--- src/rtl/kf_bus_hold_arbiter.sv ---
// XT bus hold arbiter: hands the system bus between the 8088 and the DMA controller (HRQ/HLDA).
// Optional DMA tenure limit with sticky timeout flag when BUS_ARB_TIMEOUT_EN is defined.
module kf_bus_hold_arbiter #(
    parameter int unsigned DEADTIME_CYCLES = 2,
    parameter int unsigned MAX_HOLD_CYCLES = 1024
) (
    input  logic       clock,
    input  logic       reset,
    input  logic       cpu_clock,
    input  logic [2:0] processor_status,
    input  logic       lock_n,
    input  logic       hold_request,
    output logic       hold_acknowledge,
    output logic       address_enable_n,
    output logic       dma_address_enable,
    output logic       cpu_wait_request,
    output logic [2:0] arbiter_state,
    output logic       hold_timeout
);

    // state   | meaning
    // CPU     | CPU owns the bus
    // SYNC    | HRQ seen, waiting for a passive, unlocked CPU cycle
    // RELEASE | no master, deadtime before handing to DMA
    // GRANT   | DMA owns the bus, HLDA asserted
    // RETURN  | no master, deadtime before handing back to CPU
    typedef enum logic [2:0] {
        ST_CPU     = 3'd0,
        ST_SYNC    = 3'd1,
        ST_RELEASE = 3'd2,
        ST_GRANT   = 3'd3,
        ST_RETURN  = 3'd4
    } state_t;

    localparam logic [3:0] DEAD_LOAD = 4'(DEADTIME_CYCLES - 1);

    if (DEADTIME_CYCLES < 1 || DEADTIME_CYCLES > 15 || MAX_HOLD_CYCLES < 1) begin : g_bad_param
        $error("kf_bus_hold_arbiter: parameter out of range");
    end

    state_t     state_q, state_d;
    logic [3:0] cnt_q, cnt_d;
    logic       prev_cpu_clock_q;
    logic       posedge_evt;
    logic       hlda_q, aen_n_q, dma_aen_q, wait_q;
    logic       grant_allowed;
    logic       off_bus_d;

    assign posedge_evt = ~prev_cpu_clock_q & cpu_clock;

`ifdef BUS_ARB_TIMEOUT_EN
    localparam int TW = $clog2(MAX_HOLD_CYCLES + 1);
    logic [TW-1:0] tenure_q, tenure_d;
    logic          timeout_q, timeout_d;
    logic          need_low_q, need_low_d;

    assign grant_allowed = ~need_low_q;
    assign hold_timeout  = timeout_q;
`else
    assign grant_allowed = 1'b1;
    assign hold_timeout  = 1'b0;
`endif

    always_comb begin
        state_d = state_q;
        cnt_d   = cnt_q;
`ifdef BUS_ARB_TIMEOUT_EN
        tenure_d   = tenure_q;
        timeout_d  = timeout_q;
        need_low_d = need_low_q;
`endif
        if (posedge_evt) begin
`ifdef BUS_ARB_TIMEOUT_EN
            if (!hold_request) need_low_d = 1'b0;
`endif
            case (state_q)
                ST_CPU: begin
                    if (hold_request && grant_allowed) state_d = ST_SYNC;
                end
                ST_SYNC: begin
                    if (!hold_request) begin
                        state_d = ST_CPU;
                    end else if (processor_status == 3'b111 && lock_n) begin
                        state_d = ST_RELEASE;
                        cnt_d   = DEAD_LOAD;
                    end
                end
                ST_RELEASE: begin
                    if (cnt_q == 4'd0) begin
                        state_d = ST_GRANT;
`ifdef BUS_ARB_TIMEOUT_EN
                        tenure_d = '0;
`endif
                    end else begin
                        cnt_d = cnt_q - 4'd1;
                    end
                end
                ST_GRANT: begin
                    if (!hold_request) begin
                        state_d = ST_RETURN;
                        cnt_d   = DEAD_LOAD;
                    end
`ifdef BUS_ARB_TIMEOUT_EN
                    // tenure limit forces the bus back even with HRQ still high
                    else if (tenure_q == TW'(MAX_HOLD_CYCLES - 1)) begin
                        state_d    = ST_RETURN;
                        cnt_d      = DEAD_LOAD;
                        timeout_d  = 1'b1;
                        need_low_d = 1'b1;
                    end else begin
                        tenure_d = tenure_q + 1'b1;
                    end
`endif
                end
                ST_RETURN: begin
                    if (cnt_q == 4'd0) state_d = ST_CPU;
                    else               cnt_d   = cnt_q - 4'd1;
                end
                default: state_d = ST_CPU;
            endcase
        end
    end

    assign off_bus_d = (state_d == ST_RELEASE) || (state_d == ST_GRANT) || (state_d == ST_RETURN);

    // outputs are flopped from next state so they move in step with state_q
    always_ff @(posedge clock or posedge reset) begin
        if (reset) begin
            state_q          <= ST_CPU;
            cnt_q            <= 4'd0;
            prev_cpu_clock_q <= 1'b0;
            hlda_q           <= 1'b0;
            aen_n_q          <= 1'b0;
            dma_aen_q        <= 1'b0;
            wait_q           <= 1'b0;
        end else begin
            state_q          <= state_d;
            cnt_q            <= cnt_d;
            prev_cpu_clock_q <= cpu_clock;
            hlda_q           <= (state_d == ST_GRANT);
            aen_n_q          <= off_bus_d;
            dma_aen_q        <= ~off_bus_d;
            wait_q           <= off_bus_d;
        end
    end

`ifdef BUS_ARB_TIMEOUT_EN
    always_ff @(posedge clock or posedge reset) begin
        if (reset) begin
            tenure_q   <= '0;
            timeout_q  <= 1'b0;
            need_low_q <= 1'b0;
        end else begin
            tenure_q   <= tenure_d;
            timeout_q  <= timeout_d;
            need_low_q <= need_low_d;
        end
    end
`endif

    assign hold_acknowledge   = hlda_q;
    assign address_enable_n   = aen_n_q;
    assign dma_address_enable = dma_aen_q;
    assign cpu_wait_request   = wait_q;
    assign arbiter_state      = state_q;

endmodule

--- config.mk ---
export PLATFORM = sky130hd
export DESIGN_NAME = kf_bus_hold_arbiter
export DESIGN_NICKNAME = d
export VERILOG_FILES = /design/src/rtl/kf_bus_hold_arbiter.sv
export SDC_FILE = /design/constraint.sdc
export NUM_CORES = 1
export LEC_CHECK = 0
export CORE_AREA = 5 5 43 45
export DETAILED_ROUTE_END_ITERATION = 8
export DIE_AREA = 0 0 48 50
export HOLD_SLACK_MARGIN = 0.12
export PLACE_DENSITY = 0.73
export SLEW_MARGIN = 10
export SYNTH_ARGS = -nofsm -noshare
export SYNTH_HDL_FRONTEND = slang
export SYNTH_SLANG_ARGS = --single-unit
--- constraint.sdc ---
create_clock -name clock -period 2.1 [get_ports clock]
set_input_delay 0.315 -clock clock [delete_from_list [all_inputs] [get_ports clock]]
set_output_delay 0.315 -clock clock [all_outputs]
set_load 0.05 [all_outputs]
# ---- After elaboration in Yosys (flattened, before gate mapping)
# Index checks and enable logic that the tools add are counted.
dict set report totals {
  input_bits 8
  register_bits 11
  out_inout_bits 8
  elab_cells 43
}
dict set report op_classes {
  reduce_logical 8
  bitwise_logic 3
  addsub 1
  muxes 13
  eq_ne 12
}
# cell n
set ops {}
lappend ops {{$mux 3} 7}
lappend ops {{$mux 4} 4}
lappend ops {{$pmux 3 s5} 1}
lappend ops {{$eq 3x2->1 const B} 4}
lappend ops {{$pmux 4 s3} 1}
lappend ops {{$eq 3x3->1 const B} 3}
lappend ops {{$ne 2x2->1 const B} 4}
lappend ops {{$reduce_and 6->1} 1}
lappend ops {{$logic_not 4->1} 1}
lappend ops {{$sub 4x1->4 const B} 1}
lappend ops {{$eq 3x1->1 const B} 1}
lappend ops {{$logic_not 3->1} 1}
lappend ops {{$reduce_bool 3->1} 1}
lappend ops {{$logic_or 1x1->1} 2}
lappend ops {{$not 1->1} 2}
lappend ops {{$reduce_or 2->1} 1}
lappend ops {{$and 1x1->1} 1}
lappend ops {{$logic_and 1x1->1} 1}

# ---- Logic depth before layout (Yosys ltp)
# Gate-level depths: netlist (run 1).
dict set report logic_depth {
  depth_word 10
  mapped_depth 7
  ltp_nobuf 7
}

# ---- Worst setup path after synthesis (run 1)
# No wires, ideal clock.
dict set report synth_timing {
  path_kind {register to register}
  start {register state_q[2] (netlist: arbiter_state[2])}
  end {register dma_aen_q (netlist: dma_address_enable)}
  period_less_slack_ns 1.920
  arrival_time_ns 1.801
  path_buffers 0
  setup_slack_ns 0.180
  required_ns 1.981
  stages_incl_launch_ff 6
  setup_ns 0.119
  path_cell_list {dfrtp_1 > or2b_4 > o21ai_2 > o32a_1 > or3_1 > and2_1}
}
dict set report synth_via {
  elab_cells_between_ends 19
  classes_between {7 x eq/ne; 8 x mux; 1 x bitwise; 3 x reduce/logical}
}
# item line_no
set synth_lines {}
lappend synth_lines {{start, declared} 41} ;# state_t state_q, state_d;
lappend synth_lines {{start signal, assigned} 137} ;# state_q <= state_d;
lappend synth_lines {{$eq 3x3->1, or another cell as far along} 76} ;# case (state_q)
lappend synth_lines {{$pmux 3 s5 *} 76}
lappend synth_lines {{$mux 3 *} 72} ;# if (posedge_evt) begin
lappend synth_lines {{via state_d[0]} 41}
lappend synth_lines {{$eq 3x2->1} 124} ;# assign off_bus_d = (state_d == ST_RELEASE) || (state_d == ST_GRANT) || (state_d == ST_RETURN);
lappend synth_lines {{$logic_or 1x1->1} 124}
lappend synth_lines {{$logic_or 1x1->1 *} 124}
lappend synth_lines {{$not 1->1 *} 142} ;# dma_aen_q <= ~off_bus_d;
lappend synth_lines {{end signal, assigned} 142}
lappend synth_lines {{end, declared} 45} ;# logic hlda_q, aen_n_q, dma_aen_q, wait_q;
# The timed path passes the listed nets; every way through them passes the cells marked *.
# A chain may end at the register's enable or synchronous reset.

# ---- Worst setup path in the final report (run 1)
dict set report layout_timing {
  start {register state_q[0] (netlist: arbiter_state[0])}
  end {output arbiter_state[0]}
}
# item line_no
set layout_lines {}
lappend layout_lines {{end, declared} 17} ;# output logic [2:0] arbiter_state,
# No word-level cell between the ends.

==> results.md, run 1 <==
- Status: finished clean
- Yosys top cell by area: dfrtp_1
- Worst rel slew slack: 0.629
- Number of flops mapped to enable cells by yosys: 0
- Post-Route Setup TNS: 0 ns
- Die area: 2400 sq um
- Final wirelength: 1220 um
- Worst clock skew: 0.000764 ns
- Reg area: 275 sq um
- First-pass iteration count of the detailed router: 4
- Routability cong.: 0.734
- Syn_area_per_cell: 9.41 sq um
- Crit path cell chain: clkdlybuf4s50_1
- H-tree levels: 1
- Number of DRC markers in iteration 0: 16
- Slowest library cell on the worst path: clkdlybuf4s50_1
- Gr ovfl total: 0
- Crit path buffers/inverters: 1
- Pwr/cell area: 1410 nW/um^2
- Most frequent cell after synthesis: dfrtp_1
- Top_reg_cell synth: dfrtp_1
- Gr usage total: 0.121
- Power Total: 0.00112 W
- Crit path DAT: 1.70 ns
- DRC violations left: 0
- Largest net degree at the start of global routing: 14
- Yosys reg bits: 11
- Nets@finish: 92
- CP delay by family, top: buffers and inverters
- Setup Crit Path Kind: register to output port
- Post-DP HPWL: 944 um
- Final Cell Area: 793 sq um
- Number of hold buffers added after CTS: 0
- Fillcell total: 139
- Clock transition at path regs: 0.06 ns
- Fraction of layout cells with a size suffix above 1: 0.0976
- Mapped Cells: 65
- Share of the synthesized area in the top cell type: 0.450
- Core Footprint: 1440 sq um
- DRT antenna net count: 0
- Vias in the first global route: 507
- I/O pin total: 16
- Initial antenna violation count: 0
- Maximum root-to-sink buffer count: 2
- Row cnt: 14
- Crit path capture type: output port
- Post-DP Area: 767 sq um
- CTS tree: yes
- Die width: 48 um
- Final Hold Viols: 0
- Asr flop ratio synth: 1.00
- Post_cts resized: 0
- Crit-path max FO: 13
- Yosys cell types: 34
- Root Driver: clkbuf_4
- Clock Latency Late Sink: 0.25 ns
- Slew Viols, Final: 0
- VDD IR max: 811 uV
- Critical Path RT: 1.78 ns
- Syn. warnings: 0
- Syn nets: 74
- Initial core utilization: 0.426
- Syn-to-layout area delta: 29.7%
- Die Y: 50 um
- First-pass GRT wire length: 2150 um
- DR vias/cell: 5.28
- Leakage: 0.345 nW
- Tmin final: 2.01 ns
- Fmax: 0.497 GHz
- Setup crit start kind: register
- CTS buffer count: 3
- Slowest cell delay on critical path: 0.88 ns
- Post-CTS setup buffer count: 0
- Port Buffers: 14
- Transition time of the tightest slew-check pin: 0.554 ns
- Sequential share of the synthesized area: 0.450
- Max cap viols: 0
- Final period utilization: 0.957
- Synthesized cell area: 612 sq um
- Commonest cells post-synth: dfrtp_1 (11), nand2_1 (6), inv_1 (5)
- Final setup violation count: 0
- DR WL/cell: 12.5 um
- N_diodes: 0
- Hold WC Path Type: primary input to async pin
- Vias post-DR: 517
- Dominant cells by area after synthesis: dfrtp_1 (45%), nand2_1 (3.7%), o31ai_1 (3.7%), inv_1 (3.1%), or3_1 (3.1%)
- Multi-input logic area: 298 sq um
- RSZ-0062 raised after global routing: false
- CTS Sinks: 11
[metrics by stage]
step,cells,utilization,worst slack (ns),hold slack [ns]
3_5_place_dp,94,0.534,0.0537,0.499
4_1_cts,98,0.552,0.0929,0.342
2_1_floorplan,65,-,0.180,0.167
3_3_place_gp,94,0.534,0.0735,0.487
5_1_grt,98,0.552,0.0258,0.367
6_report,98,0.552,0.0897,0.335
[power breakdown]
group	leakage (nW)	internal (W)	switching (W)	total, W
logic	0.200	0.000233	0.000379	0.000612
clock network	0.0150	0.0000732	0.0000601	0.000133
registers	0.130	0.000292	0.0000825	0.000374
[state kept, by name, summed over array words and instances, names as in the netlist]
register and count:
arbiter_state 3, cnt_q 4, cpu_wait_request 1, dma_address_enable 1
hold_acknowledge 1, prev_cpu_clock_q 1
[per-layer routing]
layer	global-route usage	vias up	wire, um
li1	-	264	-
met1	0.167	244	569
met2	0.181	7	599
met3	0.0182	2	38
met4	0.0538	0	15
met5	0	-	0
[cells in the final DEF (no fill, tap or decap), drive strengths merged, types with 3 or more instances in the layout]
cell type and count:
clkdlybuf4s50 14, dfrtp 11, nand2 6, inv 5
clkbuf 4, o21ai 4, nor2 3, nor3 3
or3 3, o31ai 3
[path summary, 6_finish.rpt]
| path | slack, ns | end | cells after the start | start |
|---|---|---|---|---|
| min in group clock | 0.51 | cnt_q[1]$_DFFE_PP0P_ | 2 | cnt_q[1]$_DFFE_PP0P_ |
| worst max register to register | 0.25 | cnt_q[3]$_DFFE_PP0P_ | 5 | arbiter_state[0]$_DFF_PP0_ |
| worst min-delay path | 0.34 | cnt_q[3]$_DFFE_PP0P_ | 2 | reset |
| worst max-delay path | 0.09 | arbiter_state[0] | 1 | arbiter_state[0]$_DFF_PP0_ |
| worst min register to register | 0.51 | cnt_q[1]$_DFFE_PP0P_ | 2 | cnt_q[1]$_DFFE_PP0P_ |
| max in group asynchronous | 1.50 | cnt_q[2]$_DFFE_PP0P_ | 2 | reset |
[worst register-to-register path: stages (launching register included)]
cell and delay (ns):
dfrtp_1 0.56, nor2b_1 0.27, nor3_1 0.08, o211ai_1 0.48, mux2i_1 0.23, o21ai_1 0.10
[final cells by class]
cell class	instances	area share
multi-input combinational	46	0.375
sequential	11	0.347
timing repair buffer	16	0.196
clock buffer	4	0.0331
tap	16	0.0252
inverter	5	0.0237
[logic make-up (layout without fill, tap and decap cells)]
logic type,after synthesis,count (layout),share of synthesized area
multiplexers,1,1,0.0164
buffers and inverters,8,25,0.0634
other,1,1,0.00613
AND/OR/NAND/NOR,27,27,0.254
adder cells (fa/ha/maj),1,1,0.0204
AO/OA/AOI/OAI,16,16,0.190
flip-flops,11,11,0.450
(Power assumes the default switching activity.)
==> inputs of run 2 (changes only) <==
--- a/config.mk
+++ b/config.mk
@@ -5,11 +5,11 @@
 export SDC_FILE = /design/constraint.sdc
 export NUM_CORES = 1
 export LEC_CHECK = 0
-export CORE_AREA = 5 5 43 45
+export CORE_AREA = 5 5 42 44
 export DETAILED_ROUTE_END_ITERATION = 8
-export DIE_AREA = 0 0 48 50
+export DIE_AREA = 0 0 47 49
 export HOLD_SLACK_MARGIN = 0.12
-export PLACE_DENSITY = 0.73
+export PLACE_DENSITY = 0.76
 export SLEW_MARGIN = 10
 export SYNTH_ARGS = -nofsm -noshare
 export SYNTH_HDL_FRONTEND = slang
==> constraint.sdc (replaced) <==
create_clock -name clock -period 2.5 [get_ports clock]
set_input_delay 0.375 -clock clock [delete_from_list [all_inputs] [get_ports clock]]
set_output_delay 0.375 -clock clock [all_outputs]
set_load 0.05 [all_outputs]
==> results.md, run 2 (synthesis gave the netlist of run 1 again) <==
- Status: finished clean (unchanged)
- I/O pin total: 16 (unchanged)
- Switching pwr: 0.000440 W (was 0.000522 W)
- Post-Route Setup TNS: 0 ns (unchanged)
- Gr ovfl total: 0 (unchanged)
- Number of DRC markers in iteration 0: 10 (was 16)
- Number of hold buffers added after CTS: 0 (unchanged)
- Crit path buffers/inverters: 1 (unchanged)
- Clock Latency Late Sink: 0.26 ns (was 0.25 ns)
- Die area: 2300 sq um (was 2400 sq um)
- CP delay by family, top: buffers and inverters (unchanged)
- Hold WC Path Type: primary input to async pin (unchanged)
- H-tree levels: 1 (unchanged)
- Fmax: 0.482 GHz
- Leakage: 0.340 nW (was 0.345 nW)
- Crit-path max FO: 13 (unchanged)
- Max reg flops: 4 (unchanged)
- Row cnt: 14 (unchanged)
- CTS tree: yes (unchanged)
- CTS Sinks: 11 (unchanged)
- R2R depth: 5 (unchanged)
- Die Y: 49 um (was 50 um)
- Clock transition at path regs: 0.07 ns (was 0.06 ns)
- First-pass iteration count of the detailed router: 4 (unchanged)
- Final wirelength: 1240 um (was 1220 um)
- Post_cts resized: 0 (unchanged)
- Root Driver: clkbuf_4 (unchanged)
- Largest Register: cnt_q (unchanged)
- Pwr/cell area: 1190 nW/um^2 (was 1410 nW/um^2)
- N_diodes: 0 (unchanged)
- Slowest cell delay on critical path: 0.88 ns (about the same)
- Syn-to-layout area delta: 28.4% (was 29.7%)
- Crit path capture type: output port (unchanged)
- Worst rel slew slack: 0.667 (was 0.629)
- Maximum root-to-sink buffer count: 2 (unchanged)
- Reg2reg end: dma_address_enable$_DFF_PP0_ (was cnt_q[3]$_DFFE_PP0P_)
- Post-CTS setup buffer count: 0 (unchanged)
- DR WL/cell: 12.8 um (was 12.5 um)
- Seq pwr share: 0.336 (was 0.334)
- Fraction of layout cells with a size suffix above 1: 0.0864 (was 0.0976)
- Core Footprint: 1400 sq um (was 1440 sq um)
- Post-DP HPWL: 944 um (unchanged)
- Reg-to-reg critical path startpoint: arbiter_state[0]$_DFF_PP0_ (unchanged)
- Initial antenna violation count: 0 (unchanged)
- Commonest non-fill, non-tap cell in the layout: clkdlybuf4s50_1 (unchanged)
- Max cap viols: 0 (unchanged)
- Worst clock skew: 0.000592 ns (was 0.000764 ns)
- Tmin final: 2.07 ns
- Nets@finish: 91 (was 92)
- DRT antenna net count: 0 (unchanged)
- Crit path DAT: 1.70 ns (about the same)
- Final period utilization: 0.829
- Power Total: 0.000938 W (was 0.00112 W)
- Setup Crit Path Kind: register to output port (unchanged)
- Routability cong.: 0.758 (was 0.734)
- Slew Viols, Final: 0 (unchanged)
- Critical Path RT: 2.12 ns (was 1.78 ns)
- RSZ-0062 raised after global routing: false (unchanged)
- Initial core utilization: 0.437 (was 0.426)
- Slowest library cell on the worst path: clkdlybuf4s50_1 (unchanged)
- Switching Share: 0.469 (was 0.466)
- DR vias/cell: 5.51 (was 5.28)
- Most used cells in the layout excluding fill and tap cells: clkdlybuf4s50_1 (14), dfrtp_1 (11), nand2_1 (6), inv_1 (5) (unchanged)
- Vias post-DR: 534 (was 517)
- Vias in the first global route: 544 (was 507)
- Die width: 47 um (was 48 um)
- Final Hold Viols: 0 (unchanged)
- Setup crit start kind: register (unchanged)
- Gate power share: 0.537 (was 0.547)
- Crit path cell chain: clkdlybuf4s50_1 (unchanged)
- First-pass GRT wire length: 2320 um (was 2150 um)
- Cell Int Power: 0.000498 W (was 0.000598 W)
- Largest net degree at the start of global routing: 14 (unchanged)
- Transition time of the tightest slew-check pin: 0.499 ns (was 0.554 ns)
- Port Buffers: 14 (unchanged)
- Flop2flop setup slack: 0.64 ns (was 0.25 ns)
- Final setup violation count: 0 (unchanged)
- VDD IR max: 650 uV (was 811 uV)
- DRC violations left: 0 (unchanged)
- Power share of the clock group: 0.127 (was 0.119)
- Gr usage total: 0.139 (was 0.121)
- CTS buffer count: 3 (unchanged)
-- run 2: final cells by class --
cell class,instances,area [sq um]
multi-input combinational,46,298
timing repair buffer,15,148
inverter,5,18.8
clock buffer,4,26.3
tap,16,20.0
sequential,11,275
fill,132,616
-- run 2: how the worst max path moves through the flow --
stage / to / start / cells after the start / slack [ns]
3_3_place_gp: dma_address_enable$_DFF_PP0_ / cpu_clock / 6 / 0.38
4_1_cts: arbiter_state[0] / arbiter_state[0]$_DFF_PP0_ / 1 / 0.41
5_1_grt: arbiter_state[0] / arbiter_state[0]$_DFF_PP0_ / 1 / 0.35
2_1_floorplan: dma_address_enable$_DFF_PP0_ / arbiter_state[2]$_DFF_PP0_ / 5 / 0.58
6_report: arbiter_state[0] / arbiter_state[0]$_DFF_PP0_ / 1 / 0.43
3_5_place_dp: dma_address_enable$_DFF_PP0_ / cpu_clock / 6 / 0.35
-- run 2: layer usage --
layer / global-route usage / up-vias / wire (um)
met1: 0.182 / 249 / 561
met3: 0.0332 / 5 / 29
met2: 0.208 / 14 / 624
li1: - / 266 / -
met4: 0.0691 / 0 / 27
met5: 0 / - / 0
-- run 2: power by group through the flow --
stage | Clock [W] | Sequential, W | Combinational (W)
6_report | 0.000119 | 0.000316 | 0.000504
2_1_floorplan | 0 | 0.000426 | 0.000252
5_1_grt | 0.000131 | 0.000333 | 0.000550
4_1_cts | 0.000122 | 0.000316 | 0.000508
3_3_place_gp | 0 | 0.000319 | 0.000498
3_5_place_dp | 0 | 0.000319 | 0.000501
-- run 2: through the flow --
stage / std cells / area, sq um / util / setup slack, ns / hold WS [ns]
finish: 97 / 786 / 0.561 / 0.426 / 0.394
global route: 97 / 786 / 0.561 / 0.349 / 0.419
CTS: 97 / 786 / 0.561 / 0.413 / 0.401
detailed placement: 93 / 759 / 0.542 / 0.350 / 0.497
global placement: 93 / 759 / 0.542 / 0.384 / 0.486
floorplan: 65 / 612 / - / 0.580 / 0.227
